## config.mk

```make
export PLATFORM = sky130hd
export DESIGN_NAME = round_shift_pipe
export DESIGN_NICKNAME = d
export VERILOG_FILES = /design/src/rtl/round_shift_pkg.sv /design/src/rtl/round_shift_var.sv /design/src/rtl/round_shift_pipe.sv
export SDC_FILE = /design/constraint.sdc
export NUM_CORES = 1
export LEC_CHECK = 0
export CAP_MARGIN = 20
export CORE_MARGIN = 1
export CORE_UTILIZATION = 55
export CTS_CLUSTER_SIZE = 10
export DETAILED_ROUTE_END_ITERATION = 8
export PLACE_DENSITY = 0.77
export SLEW_MARGIN = 20
export SYNTH_ARGS = -nofsm -noshare
export SYNTH_HDL_FRONTEND = slang
export SYNTH_SLANG_ARGS = --single-unit
```

## constraint.sdc

```tcl
create_clock -name clk -period 2.8 [get_ports clk]
set_clock_uncertainty 0.05 [all_clocks]
set_input_delay 0.56 -clock clk [delete_from_list [all_inputs] [get_ports clk]]
set_output_delay 0.56 -clock clk [all_outputs]
set_load 0.01 [all_outputs]
```

## src/rtl/round_shift_pkg.sv

```systemverilog
// rtl/round_shift_pkg.sv - shared constants and width helpers for the round/shift/saturate pipe
package round_shift_pkg;

    typedef enum logic [0:0] {
        RND_HALF_EVEN = 1'b0,
        RND_TRUNC     = 1'b1
    } round_mode_e;

    // Unbiased rounding keeps the long-run mean of accumulator outputs unchanged
    localparam round_mode_e ROUND_MODE = RND_HALF_EVEN;

    // One extra bit so max-positive plus a round-up cannot wrap
    function automatic int s1_width(input int data_width);
        return data_width + 1;
    endfunction

    function automatic int sat_max(input int out_width);
        return (1 << (out_width - 1)) - 1;
    endfunction

    function automatic int sat_min(input int out_width);
        return -(1 << (out_width - 1));
    endfunction

endpackage

```

## src/rtl/round_shift_var.sv

```systemverilog
// rtl/round_shift_var.sv - combinational per-channel variable arithmetic right shift with half-to-even rounding
module round_shift_var
    import round_shift_pkg::*;
#(
    parameter int DATA_WIDTH  = 16,
    parameter int SHIFT_WIDTH = 4
) (
    input  logic signed [DATA_WIDTH-1:0]           x,
    input  logic        [SHIFT_WIDTH-1:0]          shift_amount,
    output logic signed [s1_width(DATA_WIDTH)-1:0] r
);

    localparam int SIW = $clog2(DATA_WIDTH);
    localparam int RW  = s1_width(DATA_WIDTH);

    logic        [SIW-1:0]        s_eff;
    logic signed [DATA_WIDTH-1:0] shifted;
    logic        [DATA_WIDTH-1:0] sticky_mask;
    logic                         half_bit;
    logic                         sticky;
    logic                         round_bit;

    // Clamp the shift, shift arithmetically, then add the half-to-even round bit at full width
    always_comb begin
        if (32'(shift_amount) > 32'(DATA_WIDTH - 1)) begin
            s_eff = SIW'(DATA_WIDTH - 1);
        end else begin
            s_eff = SIW'(shift_amount);
        end
        shifted     = x >>> s_eff;
        half_bit    = 1'b0;
        sticky_mask = '0;
        sticky      = 1'b0;
        if (s_eff != '0) begin
            half_bit    = x[s_eff - SIW'(1)];
            sticky_mask = (DATA_WIDTH'(1) << (s_eff - SIW'(1))) - DATA_WIDTH'(1);
            sticky      = |(x & sticky_mask);
        end
        // Exact half rounds up only when the kept LSB is odd
        round_bit = (ROUND_MODE == RND_HALF_EVEN) ? (half_bit & (shifted[0] | sticky)) : 1'b0;
        r         = {shifted[DATA_WIDTH-1], shifted} + RW'(round_bit);
    end

endmodule

```

## src/rtl/round_shift_pipe.sv

```systemverilog
// rtl/round_shift_pipe.sv - 2-stage multi-channel round/shift/saturate pipe; optional counter via ROUND_SHIFT_SAT_CNT_EN
module round_shift_pipe
    import round_shift_pkg::*;
#(
    parameter int DATA_WIDTH  = 16,
    parameter int OUT_WIDTH   = 8,
    parameter int NUM_CH      = 2,
    parameter int SHIFT_WIDTH = 4
`ifdef ROUND_SHIFT_SAT_CNT_EN
    ,
    parameter int CNT_WIDTH   = 16
`endif
) (
    input  logic                          clk,
    input  logic                          rst,
    input  logic                          in_valid,
    output logic                          in_ready,
    input  logic [NUM_CH*DATA_WIDTH-1:0]  data_in,
    input  logic [SHIFT_WIDTH-1:0]        shift_amount,
    output logic                          out_valid,
    input  logic                          out_ready,
    output logic [NUM_CH*OUT_WIDTH-1:0]   data_out,
    output logic [NUM_CH-1:0]             sat_flag
`ifdef ROUND_SHIFT_SAT_CNT_EN
    ,
    input  logic                          sat_cnt_clear,
    output logic [CNT_WIDTH-1:0]          sat_count
`endif
);

    localparam int RW = s1_width(DATA_WIDTH);
    localparam logic signed [RW-1:0] CLAMP_HI = RW'(sat_max(OUT_WIDTH));
    localparam logic signed [RW-1:0] CLAMP_LO = RW'(sat_min(OUT_WIDTH));

    logic                       ready_en;
    logic                       s1_valid;
    logic [NUM_CH-1:0][RW-1:0]  s1_r;
    logic [NUM_CH-1:0][RW-1:0]  r_comb;
    logic                       s2_ready;
    logic                       s1_ready;
    logic                       s1_load;
    logic                       s2_load;
    logic [NUM_CH*OUT_WIDTH-1:0] clamp_data;
    logic [NUM_CH-1:0]          clamp_sat;

    // A stage accepts when empty or when its content leaves in the same cycle
    assign s2_ready = !out_valid || out_ready;
    assign s1_ready = !s1_valid || s2_ready;
    assign in_ready = ready_en && s1_ready;
    assign s1_load  = in_valid && in_ready;
    assign s2_load  = s1_valid && s2_ready;

    for (genvar ch = 0; ch < NUM_CH; ch++) begin : g_ch
        round_shift_var #(
            .DATA_WIDTH  (DATA_WIDTH),
            .SHIFT_WIDTH (SHIFT_WIDTH)
        ) u_round_shift_var (
            .x            (data_in[ch*DATA_WIDTH +: DATA_WIDTH]),
            .shift_amount (shift_amount),
            .r            (r_comb[ch])
        );
    end

    // Clamp each stage-1 result into the output range and flag clamped channels
    always_comb begin
        clamp_data = '0;
        clamp_sat  = '0;
        for (int ch = 0; ch < NUM_CH; ch++) begin
            if ($signed(s1_r[ch]) > CLAMP_HI) begin
                clamp_data[ch*OUT_WIDTH +: OUT_WIDTH] = CLAMP_HI[OUT_WIDTH-1:0];
                clamp_sat[ch]                         = 1'b1;
            end else if ($signed(s1_r[ch]) < CLAMP_LO) begin
                clamp_data[ch*OUT_WIDTH +: OUT_WIDTH] = CLAMP_LO[OUT_WIDTH-1:0];
                clamp_sat[ch]                         = 1'b1;
            end else begin
                clamp_data[ch*OUT_WIDTH +: OUT_WIDTH] = s1_r[ch][OUT_WIDTH-1:0];
            end
        end
    end

    // Hold off input acceptance until the first clock after reset release
    always_ff @(posedge clk or posedge rst) begin
        if (rst) begin
            ready_en <= 1'b0;
        end else begin
            ready_en <= 1'b1;
        end
    end

    // Stage 1: register the rounded, shifted samples
    always_ff @(posedge clk or posedge rst) begin
        if (rst) begin
            s1_valid <= 1'b0;
            s1_r     <= '0;
        end else begin
            s1_valid <= s1_load || (s1_valid && !s2_load);
            if (s1_load) begin
                s1_r <= r_comb;
            end
        end
    end

    // Stage 2: register the saturated output beat, held stable while stalled
    always_ff @(posedge clk or posedge rst) begin
        if (rst) begin
            out_valid <= 1'b0;
            data_out  <= '0;
            sat_flag  <= '0;
        end else begin
            out_valid <= s2_load || (out_valid && !out_ready);
            if (s2_load) begin
                data_out <= clamp_data;
                sat_flag <= clamp_sat;
            end
        end
    end

`ifdef ROUND_SHIFT_SAT_CNT_EN
    // Count transferred beats with any channel saturated; sticks at all-ones, clear wins
    always_ff @(posedge clk or posedge rst) begin
        if (rst) begin
            sat_count <= '0;
        end else if (sat_cnt_clear) begin
            sat_count <= '0;
        end else if (out_valid && out_ready && (|sat_flag) && (sat_count != '1)) begin
            sat_count <= sat_count + CNT_WIDTH'(1);
        end
    end
`else
    // Saturation counter not built in this configuration
`endif

endmodule

```

==> out/metrics.cfg, run 1 <==
[cells_and_area]
area_growth_pct=48.1
fillers=544
num_antenna_cells=0
drive_gt1_share_pct=40.7
finalNetCount=948

[yosys]
syn_area_um2=5930
synth-edff-count=0
ys_seq_area_share_pct=23.2
synth_commonest_cells=nand2_1, dfrtp_1, o21ai_0, mux4_2, nor2_1
synth_area_leader_cell=dfrtp_1
syn_area_per_cell_um2=8.73
synthCells=680
synth_area_leaders=dfrtp_1, mux4_2, nand2_1
ys_async_sr_fraction_pct=100
ys_ff_latch=55
yosysUniqueCellTypes=81
yosysMostFrequentCell=nand2_1
synthDominantCellAreaShare_pct=23.2
yosysWarnings=0
synthesis.nets=728
synthFlopType=dfrtp_1

[floorplan]
die_h_um=106
dieWidth_um=106
dieArea_um2=11200
core_region_area_um2=10400
io_pins=60
start_util_pct=57.2
rows=37

[routing]
wire_per_inst_um=23.4
first_pass_iters=6
postRouteAntennaNets=0
drcViolationCount=0
drt-initial-drc-count=1015
via_per_inst=6.93
totalWireLength_um=24200
vias=7175

[sta]
slew_violations=0
fin_crit_sh_pct=110
tightest_slew_ps=719
relSlewSlack_pct=52.1
rsz0062_at_grt=true
setup_ws_ps=-286
min_period_ps=3090
finalHoldViolCount=0
fmax_ghz=0.324
final-setup-viol-count=15
tns_ps=-1710

[hold_path]
holdCritPathClass=reg -> reg
min_to=s1_r[23]
hold_path_depth=2
hp-start=s1_r[23]

[power]
leakagePower_nw=3.77
p_sw_mw=1.31
power.share.clock_pct=14.8
p_per_area_nw_per_um2=398
internal-power_mw=2.18
p_comb_share_pct=53.5
swShare_pct=37.6
peakVddDrop_mv=0.477
seq_power_share_pct=31.7

[critical_path]
critPathLaunchType=input pin
endpoint_kind=register
required_ps=2930
crit_chain=buf_12 > clkinvlp_4 > buf_6 > ha_4 > xnor2_4 > buf_6 > buf_4 > a21oi_1 > a2111oi_2 > a32oi_1 > a311oi_1 > nand3_1 > a221oi_2 > a21oi_1
cp_slowest_cell=a2111oi_2
reg2reg_from=s1_valid
critPathKind=in -> reg
regToRegSetupSlack_ps=610
worstRegToRegCells=7
reg2reg_to=s1_r[0]
max_stage_delay_ps=430
cp_data_arrival_time_ps=3220
cp_max_fo=12

[status]
outcome=finished, violations left
violations=setup timing

[cts]
numCtsBuffers=5
tritoncts=built
clock_latency_ps=320
cts_hold_buffers=0
htreeDepth=2
root_buffer=clkbuf_8
clock_path_buffers=2
clkTransAtPathRegs_ps=90
cts_sinks=55

[placement]
post-place-ws_ps=-808
dpl.hpwl_um=15500
gp_congestion=0.948
io_buffer_count=59

[grt]
grt_usage_pct=40.6
grt_overflow=0
grt_pass1_vias=6887
grt_first_pass_wirelength_um=35700
antenna_found_initial=0
grt_max_degree=56

[flow_run]
cap_viol_max_count=0

[power by group through the flow]
| stage | Clock, mW | Combinational, mW | Sequential, mW |
|---|---|---|---|
| after floorplan | 0 | 0.842 | 1.12 |
| after global placement | 0 | 1.56 | 1.10 |
| after detailed placement | 0 | 1.61 | 1.11 |
| after CTS | 0.509 | 1.70 | 1.10 |
| after global routing | 0.535 | 1.97 | 1.13 |
| final | 0.517 | 1.87 | 1.11 |
[cells in the final DEF, fill, tap and decap left out, types with 11 or more instances in the layout]
cell type        count
xor2_1              11
dlygate4sd2_1       25
dfrtp_1             55
nand3_1             18
o21ai_0             37
a221o_1             15
nor2_1              35
buf_6               19
buf_4              187
o21ai_1             17
mux4_2              37
xnor2_1             11
clkdlybuf4s50_1     30
nand2_1             88
a21oi_1             28
mux2i_1             29
[kinds of logic (layout without fill, tap and decap cells)]
family | Yosys count | after routing | share of synthesized area, %
AO/OA/AOI/OAI | 193 | 193 | 22.8
XOR/XNOR | 27 | 27 | 3.99
adder cells (fa/ha/maj) | 8 | 8 | 1.69
buffers and inverters | 73 | 293 | 6.56
flip-flops | 55 | 55 | 23.2
multiplexers | 80 | 80 | 21.6
other | 1 | 1 | 0.0632
AND/OR/NAND/NOR | 243 | 243 | 20.1
[sequential cells by signal (all words and copies together), names as in the netlist]
register,flops
sat_flag,2
s1_valid,1
s1_r,34
data_out,16
out_valid,1
ready_en,1
[per-stage QoR]
| stage | std cells | utilization [%] | cell area (um2) | power, mW | hold slack, ps |
|---|---|---|---|---|---|
| after floorplan | 680 | - | 6080 | 1.96 | 390 |
| after global placement | 1003 | 76.3 | 7920 | 2.66 | 404 |
| after detailed placement | 1003 | 76.3 | 7920 | 2.72 | 410 |
| after CTS | 1027 | 80.9 | 8390 | 3.30 | 428 |
| after global routing | 1036 | 84.7 | 8790 | 3.63 | 472 |
| final | 1036 | 84.7 | 8790 | 3.50 | 440 |
[layout make-up]
| cell class | count | area [um2] | area share (%) |
|---|---|---|---|
| well taps | 136 | 170 | 1.94 |
| inverters | 12 | 53.8 | 0.612 |
| clock buffers | 6 | 72.6 | 0.826 |
| flip-flops and latches | 55 | 1380 | 15.7 |
| multi-input cells | 552 | 4710 | 53.6 |
| clock inverters | 1 | 30.0 | 0.342 |
| repair buffers | 274 | 2370 | 27.0 |
[timing repair]
item                       in CTS  in global routing
gates cloned                    2                  0
setup endpoints to repair      26                 25
setup buffers                  15                 10
pin swaps                      19                 38
gates resized for setup        76                 78
[routing by layer]
layer / global-route usage [%] / share of wire (%) / vias to the layer above
met5: 0 / 0 / -
met4: 22.8 / 7.4 / 0
met3: 6.93 / 10 / 175
met2: 69.9 / 48 / 603
met1: 47.8 / 34 / 3384
li1: - / - / 3013
[critical path, delay by kind of cell]
kind            cells  cell delay [ps]
buf+inv             5              700
fa+ha+maj           1              180
compound gates      6             1390
simple gates        1              180
xor+xnor            1              220
[how the worst max path moves through the flow]
stage	startpoint	endpoint	slack [ps]	cells past startpoint
floorplan	shift_amount[1]	s1_r[31]	-1050	19
global placement	shift_amount[0]	s1_r[16]	-680	16
detailed placement	shift_amount[0]	s1_r[10]	-810	16
CTS	shift_amount[1]	s1_r[31]	-150	15
global route	shift_amount[0]	s1_r[31]	-330	16
finish	shift_amount[1]	s1_r[17]	-290	14
No activity file was read; power rests on OpenSTA's default activity.
==> run 2: changes to the inputs <==
--- a/config.mk
+++ b/config.mk
@@ -8,7 +8,7 @@
 export CAP_MARGIN = 20
 export CORE_MARGIN = 1
 export CORE_UTILIZATION = 55
-export CTS_CLUSTER_SIZE = 10
+export CTS_CLUSTER_SIZE = 14
 export DETAILED_ROUTE_END_ITERATION = 8
 export PLACE_DENSITY = 0.77
 export SLEW_MARGIN = 20
==> results of run 2 <==
No change in the layout: final DEF, timing and power equal those of run 1.
